### src/rtl/countdown_pkg.sv
// Shared types and constants for the M:SS.d countdown timer.
// Optional alarm timer: COUNTDOWN_ALARM_EN.
package countdown_pkg;

    typedef enum logic [1:0] {
        IDLE,
        HOLD,
        RUN,
        DONE
    } state_e;

    localparam int MIN1_MAX  = 9;
    localparam int SEC10_MAX = 5;
    localparam int SEC1_MAX  = 9;
    localparam int MS100_MAX = 9;

    localparam int ALARM_TICKS_DEF = 30;

endpackage

### src/rtl/countdown_gy_bcd_down.sv
// Single BCD down-counting digit with saturating load.
// Wraps 0 -> MAX when decremented; the caller gates dec.
module gy_bcd_down
    import countdown_pkg::*;
#(
    parameter int MAX = 9
) (
    input  logic       clk,
    input  logic       rst_n,
    input  logic       load,
    input  logic [3:0] d,
    input  logic       dec,
    output logic [3:0] q,
    output logic       zero
);

    localparam logic [3:0] MAXV = 4'(MAX);

    logic [3:0] q_q;
    logic [3:0] q_d;

    always_comb begin
        q_d = q_q;
        if (load) begin
            q_d = (d > MAXV) ? MAXV : d;
        end else if (dec) begin
            q_d = (q_q == 4'd0) ? MAXV : q_q - 4'd1;
        end
    end

    always_ff @(posedge clk or negedge rst_n) begin
        if (!rst_n) begin
            q_q <= 4'd0;
        end else begin
            q_q <= q_d;
        end
    end

    assign q    = q_q;
    assign zero = (q_q == 4'd0);

endmodule

### src/rtl/countdown_gy.sv
// M:SS.d countdown timer: four BCD digits plus IDLE/HOLD/RUN/DONE FSM.
// Optional alarm output and DONE timer: COUNTDOWN_ALARM_EN.
module countdown_gy
    import countdown_pkg::*;
#(
    parameter int ALARM_TICKS = ALARM_TICKS_DEF
) (
    input  logic       clk_10Hz,
    input  logic       clr_n,
    input  logic       load,
    input  logic [3:0] in_min1,
    input  logic [3:0] in_sec10,
    input  logic [3:0] in_sec1,
    input  logic [3:0] in_ms100,
    input  logic       en,
    output logic [3:0] min1,
    output logic [3:0] sec10,
    output logic [3:0] sec1,
    output logic [3:0] ms100,
    output logic       running,
    output logic       done
`ifdef COUNTDOWN_ALARM_EN
    ,
    output logic       alarm
`endif
);

    state_e state_q;
    logic   running_q;
    logic   done_q;

`ifdef COUNTDOWN_ALARM_EN
    localparam int TW = $clog2(ALARM_TICKS + 1);
    logic [TW-1:0] timer_q;
    logic          alarm_q;
`endif

    logic z_m, z_s10, z_s1, z_ms;
    logic cnt, en_s1, en_s10, en_m;
    logic last, pre_zero;

    // Saturation keeps zero digits zero, so the raw preset decides IDLE.
    assign pre_zero = (in_min1 == 4'd0) && (in_sec10 == 4'd0) &&
                      (in_sec1 == 4'd0) && (in_ms100 == 4'd0);

    assign last = z_m && z_s10 && z_s1 && (ms100 == 4'd1);

    assign cnt    = !load && en &&
                    ((state_q == HOLD) || (state_q == RUN));
    assign en_s1  = cnt && z_ms;
    assign en_s10 = en_s1 && z_s1;
    assign en_m   = en_s10 && z_s10;

    gy_bcd_down #(.MAX(MS100_MAX)) u_ms100 (
        .clk(clk_10Hz), .rst_n(clr_n), .load(load), .d(in_ms100),
        .dec(cnt), .q(ms100), .zero(z_ms)
    );
    gy_bcd_down #(.MAX(SEC1_MAX)) u_sec1 (
        .clk(clk_10Hz), .rst_n(clr_n), .load(load), .d(in_sec1),
        .dec(en_s1), .q(sec1), .zero(z_s1)
    );
    gy_bcd_down #(.MAX(SEC10_MAX)) u_sec10 (
        .clk(clk_10Hz), .rst_n(clr_n), .load(load), .d(in_sec10),
        .dec(en_s10), .q(sec10), .zero(z_s10)
    );
    gy_bcd_down #(.MAX(MIN1_MAX)) u_min1 (
        .clk(clk_10Hz), .rst_n(clr_n), .load(load), .d(in_min1),
        .dec(en_m), .q(min1), .zero(z_m)
    );

    always_ff @(posedge clk_10Hz or negedge clr_n) begin
        if (!clr_n) begin
            state_q   <= IDLE;
            running_q <= 1'b0;
            done_q    <= 1'b0;
`ifdef COUNTDOWN_ALARM_EN
            timer_q   <= '0;
            alarm_q   <= 1'b0;
`endif
        end else if (load) begin
            state_q   <= pre_zero ? IDLE : HOLD;
            running_q <= 1'b0;
            done_q    <= 1'b0;
`ifdef COUNTDOWN_ALARM_EN
            timer_q   <= '0;
            alarm_q   <= 1'b0;
`endif
        end else begin
            done_q <= 1'b0;
            unique case (state_q)
                HOLD, RUN: begin
                    if (!en) begin
                        state_q   <= HOLD;
                        running_q <= 1'b0;
                    end else if (last) begin
                        state_q   <= DONE;
                        running_q <= 1'b0;
                        done_q    <= 1'b1;
`ifdef COUNTDOWN_ALARM_EN
                        timer_q   <= TW'(1);
                        alarm_q   <= 1'b1;
`endif
                    end else begin
                        state_q   <= RUN;
                        running_q <= 1'b1;
                    end
                end
                DONE: begin
`ifdef COUNTDOWN_ALARM_EN
                    if (timer_q == TW'(ALARM_TICKS)) begin
                        state_q <= IDLE;
                        timer_q <= '0;
                        alarm_q <= 1'b0;
                    end else begin
                        timer_q <= timer_q + TW'(1);
                    end
`else
                    state_q <= IDLE;
`endif
                end
                default: begin
                    state_q <= IDLE;
                end
            endcase
        end
    end

    assign running = running_q;
    assign done    = done_q;
`ifdef COUNTDOWN_ALARM_EN
    assign alarm   = alarm_q;
`endif

endmodule

### config.mk
export PLATFORM = sky130hd
export DESIGN_NAME = countdown_gy
export DESIGN_NICKNAME = d
export VERILOG_FILES = /design/src/rtl/countdown_pkg.sv /design/src/rtl/countdown_gy_bcd_down.sv /design/src/rtl/countdown_gy.sv
export SDC_FILE = /design/constraint.sdc
export NUM_CORES = 1
export LEC_CHECK = 0
export BUFFER_PORTS_ARGS = -buffer_cell sky130_fd_sc_hd__buf_2
export CAP_MARGIN = 20
export CORE_ASPECT_RATIO = 1.5
export CORE_UTILIZATION = 50
export DETAILED_ROUTE_END_ITERATION = 10
export PLACE_DENSITY = 0.89
export SLEW_MARGIN = 5
export SYNTH_ARGS = -nofsm -noshare
export SYNTH_HDL_FRONTEND = slang
export SYNTH_SLANG_ARGS = --single-unit
### constraint.sdc
create_clock -name clk_10Hz -period 2.24 [get_ports clk_10Hz]
set_clock_uncertainty 0.15 [all_clocks]
set_input_delay 0.672 -clock clk_10Hz [delete_from_list [all_inputs] [get_ports clk_10Hz]]
set_output_delay 0.672 -clock clk_10Hz [all_outputs]
set_load 0.05 [all_outputs]
==> out/results.ini <==
[synth]
synth-edff-count=0
synth_nets=143
yosysSeqAreaShare_pct=41.4
postSynthCellCount=123
ys_top_cells_by_count=dfrtp_1 (20), nand2_1 (12), nor2_1 (9)
synth_top_family_by_area=simple AND/OR/NAND/NOR gates
synthAdderAreaFrac_pct=0
syn_area_sq_um=1210
synth_compound_area_share_pct=17.0
synth-main-ff-cell=dfrtp_1
synth_top_area_share_pct=41.4
ys_warn_count=0
async_flop_share_pct=100
muxShareOfSynthArea_pct=5.38
synthTopCellsByArea=dfrtp_1 (41%), mux2_4 (3.7%), nand2_1 (3.7%), o21ai_0 (3.3%), nor4_1 (3.1%)
yosys.area_share.xor_xnor_pct=4.96
synth.most_common_cell=dfrtp_1
synth_top_area_cell=dfrtp_1
synth_area_per_cell_sq_um=9.84
yosys.area_share.simple_pct=29.5
ys_ff_latch=20
ys_types=41

[critical_path]
worstSetupPathType=reg -> reg
critPathLaunchType=flip-flop
rrSetupSlack_ps=230
setup.worst_path.start=u_ms100.q[0]
r2r_start=u_ms100.q[0]
endpoint_kind=flip-flop
worstPathMaxFanout=6
required_ps=2310
cp_data_arrival_time_ps=2080

[job]
cap_violations=0

[global_routing]
grt_pass1_wl_microns=5280
gr-total-overflow=0
grt_usage_pct=25.3
grt_pass1_vias=1190
grt_max_degree=21
antenna_found_initial=0

[final_layout]
final_nets=186
fill_cells=188
num_antenna_cells=0
final_util_pct=65.8
syn_to_final_growth_pct=23.0
stdcell_count=188
drive_above_1_share_pct=32.1

[cts]
cts_tree=yes
numCtsBuffers=3
clkTransAtPathRegs_ps=120
h-tree-depth=1
cts_resized=0
cts.sinks=20
hold_buffers=0
postCtsSetupBuffers=0
clockBufferDepth=2
root_buffer=clkbuf_4
clock_latency_ps=300

[routing]
drtIter0Drc=30
route.detailed.drc=0
vias=1192
postRouteAntennaNets=0
dr.pass1.iters=4
via_per_inst=6.34
wl_per_cell_microns=16.4
drt_wl_total_microns=3090

[sta]
slew-limit-headroom_pct=62.3
timing.fmax_ghz=0.498
min_period_ps=2010
setup_viol=0
setup_tns_ps=0
finalHoldViolations=0
min_period_over_period_pct=89.7
slew_violations=0
holdWs_ps=150
worstMarginPinSlew_ps=560
rsz0062_at_grt=false

[floorplanning]
die_x_microns=42.2
start_util_pct=53.5
io_pins=38
rows=21
die_area_sq_um=2620
core_area_sq_um=2260
die_h_microns=62.2

[power_and_ir_drop]
powerDensity_nw_per_um2=727
finalPower_mw=1.08
ir_worst_vdd_mv=0.388
p_leak_nw=0.659

[placement]
finalWeightedCongestion=0.889
placed_cells=184
port_buffers=37
dp_hpwl_microns=2360

[worst_hold_path]
hold_path.class=in -> async

[run_status]
status=finished clean

final cells by class:
type	count	area [sq um]	share of cell area, %
Multi-Input combinational cell	99	687	46.2
Timing Repair Buffer	41	215	14.5
Tap cell	23	28.8	1.93
Inverter	1	3.75	0.252
Clock buffer	3	22.5	1.51
Sequential cell	20	500	33.6
Clock inverter	1	30.0	2.02
metal layers:
layer	vias to the layer above	GRT usage [%]	part of all wire, %
met5	-	0	0
met1	571	28.9	38
li1	556	-	-
met2	55	45.4	54
met3	10	3.20	5.4
met4	0	11.3	2.4
power by group:
group / leakage, nW / internal, mW / switching, mW
registers: 0.246 / 0.396 / 0.0635
clock network: 0.0279 / 0.181 / 0.113
logic: 0.386 / 0.107 / 0.222
total: 0.659 / 0.684 / 0.398
through the flow:
stage	area [sq um]	worst slack (ps)
floorplan	1210	79.5
global placement	1440	75.2
detailed placement	1440	52.4
CTS	1490	239
global route	1490	63.7
finish	1490	231
worst paths after layout:
path,to,cells past startpoint
worst max-delay path,u_sec1.q[3],4
worst min-delay path,u_ms100.q[1],1
worst max register to register,u_sec1.q[3],4
worst min register to register,running,2
max in group asynchronous,u_sec10.q[1],1
min in group clk_10Hz,running,2
placed cells by master, fill, tap and decap left out, types with 4 or more instances in the layout:
master | netlist | layout
buf_2 | 0 | 37
dfrtp_1 | 20 | 20
nand2_1 | 12 | 12
nor2_1 | 9 | 9
o21ai_0 | 8 | 8
nor4_1 | 6 | 6
nand3_1 | 6 | 6
a21oi_1 | 6 | 6
nor3_1 | 4 | 4
o21a_1 | 4 | 4
buf_4 | 0 | 4
sequential cells by signal, summed over array words and instances (netlist names):
name	flops
done	1
running	1
state_q	2
u_min1.q	4
u_ms100.q	4
u_sec1.q	4
u_sec10.q	4
critical path, stage by stage (launching register included):
cell and delay, ps:
dfrtp_1 490, nor4_1 550, nand4_1 230, or3_1 350, a31oi_1 160
kinds of logic (layout without fill, tap and decap cells):
| logic type | Yosys count | count (layout) |
|---|---|---|
| AO/OA/AOI/OAI | 31 | 31 |
| multiplexers | 5 | 5 |
| flip-flops | 20 | 20 |
| AND/OR/NAND/NOR | 57 | 57 |
| XOR/XNOR | 6 | 6 |
| buffers and inverters | 4 | 46 |
Note: power is estimated with default switching activity, not from simulation.
